[src/rtl/prog_loader_pkg.sv]
// Shared definitions for the program-image loader: FSM states, memory geometry,
// end-of-program marker and RAM control levels.
package prog_loader_pkg;

  localparam int unsigned RAM_ADDR_W     = 11;
  localparam int unsigned RAM_DEPTH      = 2048;
  localparam int unsigned WORD_W         = 32;
  localparam int unsigned BYTE_W         = 8;
  localparam int unsigned BYTES_PER_WORD = 4;

  // Word that terminates an image; it is written to memory like any other word.
  localparam logic [WORD_W-1:0] HALT_WORD = 32'hFFFF_FFFF;

  // RAM2Kx32 control pins are active-low.
  localparam logic RAM_EN_ON  = 1'b0;
  localparam logic RAM_EN_OFF = 1'b1;

  typedef enum logic [2:0] {
    ST_IDLE,
    ST_COLLECT,
    ST_WRITE,
    ST_DONE,
    ST_ERROR
  } state_e;

endpackage

[src/rtl/prog_loader_byte_packer.sv]
// Packs accepted host bytes big-endian into a 32-bit word; the first byte of a
// word ends up in [31:24]. word_c/word_valid_c present the completed word in the
// same cycle the fourth byte is accepted so the FSM can register it directly.
module prog_loader_byte_packer
  import prog_loader_pkg::*;
(
  input  logic              clk,
  input  logic              rst,
  input  logic              clear,
  input  logic              accept,
  input  logic [BYTE_W-1:0] in_byte,
  output logic [WORD_W-1:0] word_c,
  output logic              word_valid_c
);

  logic [1:0]        byte_idx;
  logic [WORD_W-1:0] shift_q;

  // Byte index wraps 3 -> 0 on its own, so no explicit end-of-word reset is needed.
  always_ff @(posedge clk or posedge rst) begin
    if (rst) begin
      byte_idx <= 2'd0;
      shift_q  <= '0;
    end else if (clear) begin
      byte_idx <= 2'd0;
      shift_q  <= '0;
    end else if (accept) begin
      byte_idx <= byte_idx + 2'd1;
      shift_q  <= word_c;
    end
  end

  assign word_c       = {shift_q[WORD_W-BYTE_W-1:0], in_byte};
  assign word_valid_c = accept && (byte_idx == 2'd3);

endmodule

[src/rtl/prog_loader.sv]
// Streams a host byte image into the 2Kx32 instruction RAM and releases the
// processor from reset once the HALT word has been written.
module prog_loader
  import prog_loader_pkg::*;
#(
  parameter int unsigned ADDR_WIDTH = RAM_ADDR_W,
  parameter int unsigned DATA_WIDTH = WORD_W
) (
  input  logic                  clk,
  input  logic                  rst,
  input  logic                  start,
  input  logic                  in_valid,
  input  logic [BYTE_W-1:0]     in_byte,
  output logic                  in_ready,
  output logic                  mem_cen,
  output logic                  mem_wen,
  output logic                  mem_oen,
  output logic [ADDR_WIDTH-1:0] mem_addr,
  output logic [DATA_WIDTH-1:0] mem_data,
  output logic                  cpu_reset_n,
  output logic                  busy,
  output logic                  done,
  output logic                  error,
  output logic [ADDR_WIDTH:0]   word_count
);

  localparam logic [ADDR_WIDTH-1:0] LAST_ADDR = ADDR_WIDTH'(RAM_DEPTH - 1);
  localparam logic [ADDR_WIDTH-1:0] ADDR_ONE  = ADDR_WIDTH'(1);
  localparam logic [ADDR_WIDTH:0]   CNT_ONE   = (ADDR_WIDTH + 1)'(1);

  state_e            state;
  logic              load_start_c;
  logic              accept_c;
  logic [WORD_W-1:0] word_c;
  logic              word_valid_c;

  // start only counts while no load is running.
  assign load_start_c = start && ((state == ST_IDLE) || (state == ST_DONE) || (state == ST_ERROR));
  // in_ready is only ever high in COLLECT, so this is the whole byte handshake.
  assign accept_c     = in_valid && in_ready;

  prog_loader_byte_packer u_packer (
    .clk          (clk),
    .rst          (rst),
    .clear        (load_start_c),
    .accept       (accept_c),
    .in_byte      (in_byte),
    .word_c       (word_c),
    .word_valid_c (word_valid_c)
  );

  // Loader FSM with all outputs registered; the address counter doubles as mem_addr.
  always_ff @(posedge clk or posedge rst) begin
    if (rst) begin
      state       <= ST_IDLE;
      in_ready    <= 1'b0;
      mem_cen     <= RAM_EN_OFF;
      mem_wen     <= RAM_EN_OFF;
      mem_oen     <= RAM_EN_OFF;
      mem_addr    <= '0;
      mem_data    <= '0;
      cpu_reset_n <= 1'b0;
      busy        <= 1'b0;
      done        <= 1'b0;
      error       <= 1'b0;
      word_count  <= '0;
    end else begin
      mem_oen <= RAM_EN_OFF;
      case (state)
        ST_IDLE, ST_DONE, ST_ERROR: begin
          if (load_start_c) begin
            state       <= ST_COLLECT;
            in_ready    <= 1'b1;
            busy        <= 1'b1;
            done        <= 1'b0;
            error       <= 1'b0;
            cpu_reset_n <= 1'b0;
            mem_cen     <= RAM_EN_OFF;
            mem_wen     <= RAM_EN_OFF;
            mem_addr    <= '0;
            word_count  <= '0;
          end
        end
        ST_COLLECT: begin
          if (word_valid_c) begin
            state    <= ST_WRITE;
            in_ready <= 1'b0;
            mem_cen  <= RAM_EN_ON;
            mem_wen  <= RAM_EN_ON;
            mem_data <= DATA_WIDTH'(word_c);
          end
        end
        ST_WRITE: begin
          mem_cen    <= RAM_EN_OFF;
          mem_wen    <= RAM_EN_OFF;
          word_count <= word_count + CNT_ONE;
          // The top address is never stepped past, so a full RAM leaves mem_addr at 2047.
          if (mem_addr != LAST_ADDR) begin
            mem_addr <= mem_addr + ADDR_ONE;
          end
          if (mem_data == DATA_WIDTH'(HALT_WORD)) begin
            state       <= ST_DONE;
            busy        <= 1'b0;
            done        <= 1'b1;
            cpu_reset_n <= 1'b1;
          end else if (mem_addr == LAST_ADDR) begin
            state <= ST_ERROR;
            busy  <= 1'b0;
            error <= 1'b1;
          end else begin
            state    <= ST_COLLECT;
            in_ready <= 1'b1;
          end
        end
        default: begin
          state <= ST_IDLE;
        end
      endcase
    end
  end

endmodule

[config.mk]
export PLATFORM = sky130hd
export DESIGN_NAME = prog_loader
export DESIGN_NICKNAME = d
export VERILOG_FILES = /design/src/rtl/prog_loader_pkg.sv /design/src/rtl/prog_loader_byte_packer.sv /design/src/rtl/prog_loader.sv
export SDC_FILE = /design/constraint.sdc
export NUM_CORES = 1
export LEC_CHECK = 0
export BUFFER_PORTS_ARGS = -buffer_cell sky130_fd_sc_hd__buf_2
export CELL_PAD_IN_SITES_DETAIL_PLACEMENT = 0
export CELL_PAD_IN_SITES_GLOBAL_PLACEMENT = 1
export CORE_MARGIN = 1
export CORE_UTILIZATION = 46
export CTS_CLUSTER_SIZE = 12
export DETAILED_ROUTE_END_ITERATION = 10
export PLACE_DENSITY_LB_ADDON = 0.12
export SLEW_MARGIN = 20
export SYNTH_ARGS = -nofsm -noshare
export SYNTH_HDL_FRONTEND = slang
export SYNTH_SLANG_ARGS = --single-unit
export TNS_END_PERCENT = 10
[constraint.sdc]
create_clock -name clk -period 4.6 [get_ports clk]
set_input_delay 0.92 -clock clk [delete_from_list [all_inputs] [get_ports clk]]
set_output_delay 0.92 -clock clk [all_outputs]
set_load 0.02 [all_outputs]
# Yosys cells after proc, flatten, opt, wreduce, memory -nomap -nowiden
# Cells that the tools add are included.
dict set report totals {
  ff_bits 89
  elab_cells 78
  out_inout_bits 63
}
dict set report op_classes {
  reduce_logical 19
  add_sub_neg 3
  n_eq_ne 16
  n_mux 29
}
# cell count
set op_table {}
lappend op_table {{2-to-1 mux 24 bit} 2}
lappend op_table {{equality test 32 bit, second input constant} 1}
lappend op_table {{one-hot mux 12 bit (2 select lines)} 1}
lappend op_table {{2-to-1 mux 11 bit} 2}
lappend op_table {{one-hot mux 11 bit (2 select lines)} 1}
lappend op_table {{adder 12 x 1 -> 12 bit, second input constant} 1}
lappend op_table {{2-to-1 mux 12 bit} 1}
lappend op_table {{2-to-1 mux 3 bit} 4}
lappend op_table {{inequality test 2 bit, second input constant} 6}
lappend op_table {{AND reduction 3 bit} 4}
lappend op_table {{adder 11 x 1 -> 11 bit, second input constant} 1}
lappend op_table {{equality test 11 bit, second input constant} 1}
lappend op_table {{inequality test 11 bit, second input constant} 1}
lappend op_table {{2-to-1 mux 1 bit} 10}
lappend op_table {{one-hot mux 3 bit (3 select lines)} 1}
lappend op_table {{equality test 3 x 2 -> 1 bit, second input constant} 2}
lappend op_table {{one-hot mux 1 bit (2 select lines)} 3}
lappend op_table {{one-hot mux 1 bit (3 select lines)} 2}
lappend op_table {{AND reduction 2 bit} 3}
lappend op_table {{AND reduction 5 bit} 1}
lappend op_table {{2-to-1 mux 2 bit} 2}
lappend op_table {{AND reduction 4 bit} 1}
lappend op_table {{nonzero test 2 bit} 2}
lappend op_table {{equality test 3 x 1 -> 1 bit, second input constant} 1}
lappend op_table {{10 further kinds} 13}

# Logic depth before layout (Yosys ltp)
# Gate-level depths: netlist (run 1).
dict set report depth {
  ltp_word 6
  mapped_depth 6
}

# Modules after synthesis
# From an unflattened synthesis (run 1), not the netlist that was laid out.
dict set report unflattened {
  cells_unflattened 337
  area_unflattened_um2 3971.3
}
# module instances area_per_inst_um2 seq_area_each_um2 cells_each
set by_module_without_submodules {}
lappend by_module_without_submodules {prog_loader 1 2812.7 1577.8 242}
lappend by_module_without_submodules {prog_loader_byte_packer 1 1158.6 650.6 95}

# Worst setup path before layout (run 1)
# Ideal clock, no wire load.
dict set report synth_path {
  path_type {input to register}
  from {in in_valid}
  to {reg mem_data[0]}
  arrival_ps 2138
  t_required_ps 4475
  path_buffers 2
  slack_ps 2337
  path_stages 6
  cell_sequence {nand2_1 -> nor3b_1 -> nor2b_1 -> buf_2 -> buf_4 -> mux2_2}
}
dict set report synth_between {
  elab_chain_len 3
}
# item line_no
set synth_lines {}
lappend synth_lines {{start: declaration} prog_loader.sv:12} ;# input logic in_valid,
lappend synth_lines {{logical AND 1 bit} prog_loader.sv:40} ;# assign accept_c = in_valid && in_ready;
lappend synth_lines {{logical AND 1 bit} prog_loader_byte_packer.sv:34} ;# assign word_valid_c = accept && (byte_idx == 2'd3);
lappend synth_lines {{AND reduction 2 bit (no line)} -}
lappend synth_lines {{end signal: assignment} prog_loader.sv:90} ;# mem_data <= DATA_WIDTH'(word_c);
lappend synth_lines {{end: declaration} prog_loader.sv:19} ;# output logic [DATA_WIDTH-1:0] mem_data,
# Every way passes these cells.
# A chain may end at the register's enable or synchronous reset.

# Final worst setup path (run 1)
dict set report layout_path {
  from {in in_valid}
  to {reg mem_data[8]}
}
# The elaborated chain is that of the path after synthesis.

==> results of run 1 <==
[worst min-delay path, cell delays in order (launching register included)]
cell and delay (ns):
sky130_fd_sc_hd__dfrtp_1 0.36, sky130_fd_sc_hd__nand2_1 0.05, sky130_fd_sc_hd__o21ai_0 0.06
[cells by family (layout without fill, tap and decap cells)]
| family | count (synthesis) | after routing |
|---|---|---|
| simple gates | 130 | 130 |
| flops | 89 | 89 |
| compound gates | 68 | 68 |
| mux | 35 | 35 |
| buf+inv | 28 | 102 |
| fa+ha+maj | 3 | 3 |
| xor+xnor | 3 | 3 |
| other cells | 1 | 1 |
[routing by layer]
layer | track usage [%] | up-vias | wire length, microns
met5 | 0 | - | 0
met4 | 7.31 | 0 | 95
met3 | 3.07 | 9 | 202
met2 | 33.6 | 51 | 4040
met1 | 27.3 | 1463 | 3890
li1 | - | 1414 | -
[through the flow]
stage          instances  hold slack, ns  utilization (%)
2_1_floorplan        357           0.479                -
3_3_place_gp         520           0.456             52.8
3_5_place_dp         520           0.483             52.9
4_1_cts              536           0.501             55.8
5_1_grt              536           0.529             55.8
6_report             536           0.493             55.8
[power breakdown]
part / switching, mW / leakage, nW / total [mW] / internal (mW)
clock network: 0.269 / 0.118 / 0.631 / 0.362
registers: 0.162 / 1.19 / 1.13 / 0.968
logic: 0.384 / 0.892 / 0.622 / 0.238
[area by class of cell]
cell class | count | share of cell area, %
clock buffer | 11 | 2.88
clock inverter | 5 | 2.28
inverter | 8 | 0.769
multi-input combinational | 240 | 33.5
sequential | 89 | 48.9
tap | 105 | 2.88
timing repair buffer | 78 | 8.84
[worst max-delay path by stage]
stage                        end  slack [ns]  startpoint
floorplan                   busy        1.37         rst
detailed placement  mem_data[22]        1.49    in_valid
global placement    mem_data[17]        1.51    in_valid
global route        mem_data[22]        1.70    in_valid
CTS                 mem_data[22]        1.85    in_valid
finish               mem_data[8]        1.81    in_valid
[cells in the final DEF (no fill, tap or decap), drive strengths merged, types with 2 or more instances in the layout]
cell type	count
o21ai	12
bufinv	3
mux2i	3
a31oi	2
nor2	7
o21a	2
a32o	2
nand2	68
nor3b	2
dfrtp	88
nor4	3
nand2b	2
and2	2
o31ai	6
xor2	2
clkinv	3
clkbuf	11
mux2	32
a21oi	30
and3	3
or3	3
nand4	13
or4	2
inv	7
and4	2
buf	78
nand3	16
nor3	3
o211ai	7
o41ai	2
nor2b	2
ha	3
[registers in the layout, summed over array words and instances, names as in the netlist, 2 cells and up]
register           cells
word_count            12
mem_data              32
state                  3
u_packer.byte_idx      2
u_packer.shift_q      24
mem_addr              11
==> impl_summary.log, run 1 <==
[metrics] unrepaired setup endpoints after global routing: no
[metrics] final setup TNS: 0 ns
[metrics] cell family with the largest share of critical-path delay: simple AND/OR/NAND/NOR gates
[metrics] min setup slack post-route: between 1.5 and 2 ns
[metrics] worst r2r src: in_ready
[metrics] kind of start point of the critical path: input port
[metrics] Post-Route Skew: between 0.01 and 0.015 ns
[metrics] Reg area: between 0.002 and 0.0025 sq mm
[metrics] maximum clock frequency: ~360 MHz
[metrics] Row Count: 33
[metrics] Slew Limit Fails: 0
[metrics] number of antenna violations at the first check in global routing: 0
[metrics] result of the run: complete, no violations
[metrics] routed len/inst: around 15 microns
[metrics] Initial Utilization: a little under half
[metrics] worst path cell trace: buf_2 -> nand2_1 -> nor3b_1 -> nor2b_2 -> buf_4 -> mux2_2
[metrics] Yosys reg bits: 89
[metrics] WS Path Type: in2reg
[metrics] instance area after placement: about 0.0043 sq mm
[metrics] ratio of cells with drive above 1 in the final layout: 31.3%
[metrics] TritonCTS clock tree: built
[metrics] Worst R2R Setup Slack: 2.04 ns
[metrics] top cells by instance count after synthesis: sky130_fd_sc_hd__dfrtp_1, sky130_fd_sc_hd__nand2_1, sky130_fd_sc_hd__mux2_2
[metrics] Max Buffers Root-to-Sink: 2
[metrics] net count of the mapped netlist: around 370
[metrics] cell area after layout: 0.00456 sq mm
[metrics] post-synthesis share of cell area spent on full adders, half adders and majority gates: less than 1%
[metrics] asr flop ratio synth: 100%
[metrics] ratio of routed vias to standard cells: approximately 5.5
[metrics] sort of element at the end of the critical path: register
[metrics] Chip Height: 93.9 microns
[metrics] clock slew at reported path FFs: around 0.080 ns
[metrics] required time of the critical path: 4.83 ns
[metrics] num ports: 75
[metrics] via count: between 2000 and 3000
[metrics] worst path buffer plus inverter count: 2
[metrics] post-cts sizing count: 0
[metrics] post-place setup slack: 1.49 ns
[metrics] RR Endpoint: mem_data[8]
[metrics] count of nets left with antenna violations after detail routing: 0
[metrics] Port Buffers: 73
[metrics] ANT cells: 0
[metrics] synth-to-layout area growth: 17.3%
[metrics] source-to-sink clock delay at the later pin of the worst-skew pair: 0.35 ns
[metrics] most area-consuming cells after synthesis: sky130_fd_sc_hd__dfrtp_1, sky130_fd_sc_hd__mux2_2, sky130_fd_sc_hd__nand2_1
[metrics] weighted congestion at the end of routability-driven global placement: approximately 0.73
[metrics] sequential fraction of the synthesis area: a little under three fifths
[metrics] H-tree depth reported by CTS: 3
[metrics] PwrDens: between 500 and 600 mW/mm^2
[metrics] number of filler cells placed in the layout: around 760
[metrics] number of detailed-routing iterations run before antenna repair: 4
[metrics] largest net degree at the start of global routing: 65
[metrics] total global routing overflow: 0
[metrics] Syn Inst Count: about 360
[metrics] area of combinational cells with multiple inputs: around 0.0015 sq mm
[metrics] xor/xnor cell area share of the yosys netlist: 0.676%
[metrics] Worst Reg2Reg Path Length in Cells: 5
[metrics] end point of the most critical hold path: done
[metrics] number of sinks handled by clock tree synthesis: ~90
[metrics] worst relative slew slack: about a third
[metrics] Post-Synth Simple-Gate Area: roughly 16%
[metrics] total core area: just over 0.008 sq mm
[metrics] min cycle time layout: 2.79 ns
[metrics] most numerous cell in the Yosys netlist: sky130_fd_sc_hd__dfrtp_1
[metrics] main combinational cell family by area after synthesis: simple AND/OR/NAND/NOR gates
[metrics] cell taking the most area after synthesis: sky130_fd_sc_hd__dfrtp_1
[metrics] complex-gate fraction of the synthesized area: between 10% and 20%
[metrics] global-route wire length before repair: approximately 14000 microns
[metrics] number of enable-type register cells in the synthesized netlist: 0
[metrics] setup repair bufs after CTS: 0
[metrics] synthesized area per cell: 10.9 sq um
[metrics] total power consumption of the routed design: around 2.4 mW
[metrics] cell leakage power: between 2 and 2.5 nW
[metrics] Tot GR Track Use: 20.4%
[metrics] YS warnings: 0
[metrics] number of design rule violations left after detail routing: 0
[metrics] wire length after detailed routing: approximately 8200 microns
[metrics] final worst-path cycle share: around three fifths
[metrics] portion of netlist area occupied by mux cells: between 10% and 20%
[metrics] worst hold start: done
[metrics] count of hold buffers inserted by post-cts repair: 0
[metrics] DRC marker count from the first detailed-route iteration: 92
[metrics] count of endpoints failing hold in the final timing report: 0
[metrics] dominant register cell in the synthesized netlist: sky130_fd_sc_hd__dfrtp_1
[metrics] max_cap viols: 0
[metrics] via count of the first global-routing pass: roughly 2800
[metrics] synth unique cells: 49
[metrics] die outline width: 93.9 microns
[metrics] Synth top area share: a little under three fifths
[metrics] clock root buffer master: sky130_fd_sc_hd__clkbuf_8
[metrics] Cell Area, Synth: 0.00388 sq mm
[metrics] number of nets in the finished design: about 440
[metrics] number of buffers inserted during clock tree synthesis: 9
[metrics] slowest cell delay on critical path: roughly 0.5 ns
[metrics] count of final setup violators: 0
[metrics] IR Drop Worst-Case VDD: 0.000263 V
[metrics] Detail Placement HPWL: 5630 microns
[metrics] critical path arrival: ~3.0 ns
[metrics] Worst-Margin Slew: 0.989 ns
[metrics] Worst Path Max Fanout: 34
[metrics] Hold Crit Depth: 2
[metrics] cell with the largest stage delay on the worst path: sky130_fd_sc_hd__nand2_1
[metrics] Tightest Hold Check Type: reg2reg
[metrics] Crit path depth: 6
[metrics] Die Area: between 0.008 and 0.009 sq mm
Note: power is estimated with default switching activity, not from simulation.
==> run 2: changes to the inputs <==
--- a/config.mk
+++ b/config.mk
@@ -9,7 +9,7 @@
 export CELL_PAD_IN_SITES_DETAIL_PLACEMENT = 0
 export CELL_PAD_IN_SITES_GLOBAL_PLACEMENT = 1
 export CORE_MARGIN = 1
-export CORE_UTILIZATION = 46
+export CORE_UTILIZATION = 39
 export CTS_CLUSTER_SIZE = 12
 export DETAILED_ROUTE_END_ITERATION = 10
 export PLACE_DENSITY_LB_ADDON = 0.12
==> constraint.sdc (replaced) <==
create_clock -name clk -period 2.38 [get_ports clk]
set_input_delay 0.476 -clock clk [delete_from_list [all_inputs] [get_ports clk]]
set_output_delay 0.476 -clock clk [all_outputs]
set_load 0.02 [all_outputs]
==> run 2 against run 1 <==
Compared with the run above:
- setup slack got worse by 1.3 ns
- via count fell by 0.10%
- total power rose by 84%
- critical path type is now reg2reg
- design area rose by 0.91%
- first-iteration DRC count rose by 33%
- sequential share of layout area fell by 0.44 points
- cell count rose by 6.2%
- clock-buffer cell count fell by 1
- register-to-register slack got worse by 1.6 ns
- combinational power rose by 98%
- hold slack got worse by 0.34 ns
==> impl_summary.log, run 2 (synthesis gave the netlist of run 1 again) <==
[metrics] kind of start point of the critical path: register
[metrics] source-to-sink clock delay at the later pin of the worst-skew pair: 0.36 ns (about the same)
[metrics] ANT cells: 0 (unchanged)
[metrics] sort of element at the end of the critical path: register
[metrics] Tightest Hold Check Type: in2async
[metrics] worst relative slew slack: 56.0% (+22 points)
[metrics] required time of the critical path: 2.61 ns (-2.22 ns)
[metrics] die outline width: 102 microns (+8.4%)
[metrics] DRC marker count from the first detailed-route iteration: 122 (+33%)
[metrics] cell leakage power: 2.20 nW (about the same)
[metrics] number of sinks handled by clock tree synthesis: 89 (unchanged)
[metrics] count of nets left with antenna violations after detail routing: 0 (unchanged)
[metrics] Post-Route Skew: 0.0147 ns (+0.00317 ns)
[metrics] number of flip-flops under the largest register name: 32 (unchanged)
[metrics] final worst-path cycle share: ~80%
[metrics] crit path from: state[0]
[metrics] most common cell after layout, fill and taps aside: sky130_fd_sc_hd__dfrtp_1
[metrics] WS Path Type: reg2reg
[metrics] num ports: 75 (unchanged)
[metrics] total power consumption of the routed design: 4.37 mW (+84%)
[metrics] weighted congestion at the end of routability-driven global placement: 0.720 (-1.7%)
[metrics] combinational share of power: 28.0% (+1.9 points)
[metrics] clock root buffer master: sky130_fd_sc_hd__clkbuf_8
[metrics] commonest non-fill, non-tap cells in the layout: sky130_fd_sc_hd__dfrtp_1, sky130_fd_sc_hd__buf_2, sky130_fd_sc_hd__nand2_1, sky130_fd_sc_hd__mux2_2, sky130_fd_sc_hd__a21oi_1
[metrics] number of design rule violations left after detail routing: 0 (unchanged)
[metrics] Hold Worst Slack: 0.149 ns (-0.344 ns)
[metrics] unrepaired setup endpoints after global routing: no
[metrics] post-cts sizing count: 0 (unchanged)
[metrics] H-tree depth reported by CTS: 3 (unchanged)
[metrics] synth-to-layout area growth: 18.4%
[metrics] Initial Utilization: 39.9% (-7.6 points)
[metrics] net switching power of the design: 1.62 mW (+99%)
[metrics] Detail Placement HPWL: 5810 microns (+3.3%)
[metrics] count of endpoints failing hold in the final timing report: 0 (unchanged)
[metrics] number of buffers inserted during clock tree synthesis: 9 (unchanged)
[metrics] Layout Utilization: 47.3% (-8.5 points)
[metrics] Max Buffers Root-to-Sink: 2 (unchanged)
[metrics] register name with the most flops: mem_data
[metrics] Slew Limit Fails: 0 (unchanged)
[metrics] global-route wire length before repair: 14500 microns (+4.4%)
[metrics] Largest regs: mem_data: 32 flops, u_packer.shift_q: 24 flops, word_count: 12 flops
[metrics] cell area after layout: 0.00460 sq mm (+0.91%)
[metrics] total core area: 0.00973 sq mm (+19%)
[metrics] cell-internal power: 2.76 mW (+76%)
[metrics] Tot GR Track Use: 18.4% (-2.0 points)
[metrics] via count: 2934 (-0.10%)
[metrics] clock slew at reported path FFs: 0.10 ns (+0.02 ns)
[metrics] number of antenna violations at the first check in global routing: 0 (unchanged)
[metrics] ratio of routed vias to standard cells: 5.16 (-5.9%)
[metrics] Worst-Margin Slew: 0.655 ns (-0.335 ns)
[metrics] Chip Height: 102 microns (+8.4%)
[metrics] Row Count: 36 (+9.1%)
[metrics] fraction of power spent switching nets: 37.0% (+2.8 points)
[metrics] result of the run: complete, no violations
[metrics] critical path arrival: 2.14 ns (-0.88 ns)
[metrics] wire length after detailed routing: 8670 microns (+5.2%)
[metrics] worst r2r src: state[0]
[metrics] PwrDens: 951 mW/mm^2 (+82%)
[metrics] IR Drop Worst-Case VDD: 0.000471 V (+79%)
[metrics] Reg power frac: 49.9% (+2.5 points)
[metrics] maximum clock frequency: about 520 MHz
[metrics] via count of the first global-routing pass: 2890 (+1.6%)
[metrics] largest net degree at the start of global routing: 68 (+4.6%)
[metrics] ratio of cells with drive above 1 in the final layout: 32.6% (+1.2 points)
[metrics] Port Buffers: 73 (unchanged)
[metrics] final setup TNS: 0 ns (unchanged)
[metrics] count of hold buffers inserted by post-cts repair: 0 (unchanged)
[metrics] TritonCTS clock tree: built
[metrics] number of detailed-routing iterations run before antenna repair: 4 (unchanged)
[metrics] max_cap viols: 0 (unchanged)
[metrics] routed len/inst: 15.2 microns (-0.86%)
[metrics] number of nets in the finished design: 446 (+1.1%)
[metrics] instance area after placement: 0.00442 sq mm (+2.2%)
[metrics] min cycle time layout: 1.91 ns
[metrics] total global routing overflow: 0 (unchanged)
[metrics] clock share of power: 22.1% (-4.4 points)
[metrics] count of final setup violators: 0 (unchanged)
[metrics] setup repair bufs after CTS: 0 (unchanged)
[metrics] Die Area: 0.0104 sq mm (+18%)
[metrics] Worst Path Max Fanout: 6 (-82%)
run 2: cell count changes in the layout (fill, tap and decap cells not counted), sizes merged:
cell | before | now
buf | 78 | 83
bufinv | 3 | 0
clkinvlp | 0 | 3
clkbuf | 11 | 10
inv | 7 | 8
run 2: power by group through the flow:
stage / Clock (mW) / Combinational [mW] / Sequential [mW]
2_1_floorplan: 0 / 0.568 / 2.42
3_3_place_gp: 0 / 1.23 / 2.21
3_5_place_dp: 0 / 1.24 / 2.22
4_1_cts: 0.999 / 1.25 / 2.19
5_1_grt: 1.06 / 1.35 / 2.24
6_report: 0.966 / 1.23 / 2.18
run 2: path summary, 6_finish.rpt:
kind,endpoint,slack (ns),cells past startpoint
worst max-delay path,mem_addr[9],0.47,4
worst min-delay path,mem_data[17],0.15,2
worst max register to register,mem_addr[9],0.47,4
worst min register to register,word_count[11],0.48,1
max in group asynchronous,mem_wen,1.49,3
min in group clk,u_packer.shift_q[3],0.36,3
run 2: critical path: stages (launching register included):
cell and delay, ns:
sky130_fd_sc_hd__dfrtp_1 0.45, sky130_fd_sc_hd__or3b_1 0.51, sky130_fd_sc_hd__or4_4 0.59, sky130_fd_sc_hd__o211ai_2 0.16, sky130_fd_sc_hd__o31ai_2 0.08
run 2: cell type report:
type	instances	area (sq um)
Sequential cell	89	2230
Tap cell	133	166
Clock inverter	6	42.5
Multi-Input combinational cell	240	1530
Inverter	8	33.8
Fill cell	1007	5130
Timing Repair Buffer	83	465
Clock buffer	10	138
run 2: layer usage:
layer	GRT usage, %	routed length (microns)	share of wire (%)	vias to the layer above
met2	30.6	4270	49	44
li1	-	-	-	1418
met1	23.8	4020	46	1460
met4	6.91	129	1.5	0
met5	0	0	0	-
met3	3.45	250	2.9	12
run 2: stage by stage:
step                instances  setup slack [ns]
floorplan                 357             0.519
detailed placement        553             0.420
global route              569             0.366
finish                    569             0.470
global placement          553             0.505
CTS                       569             0.464
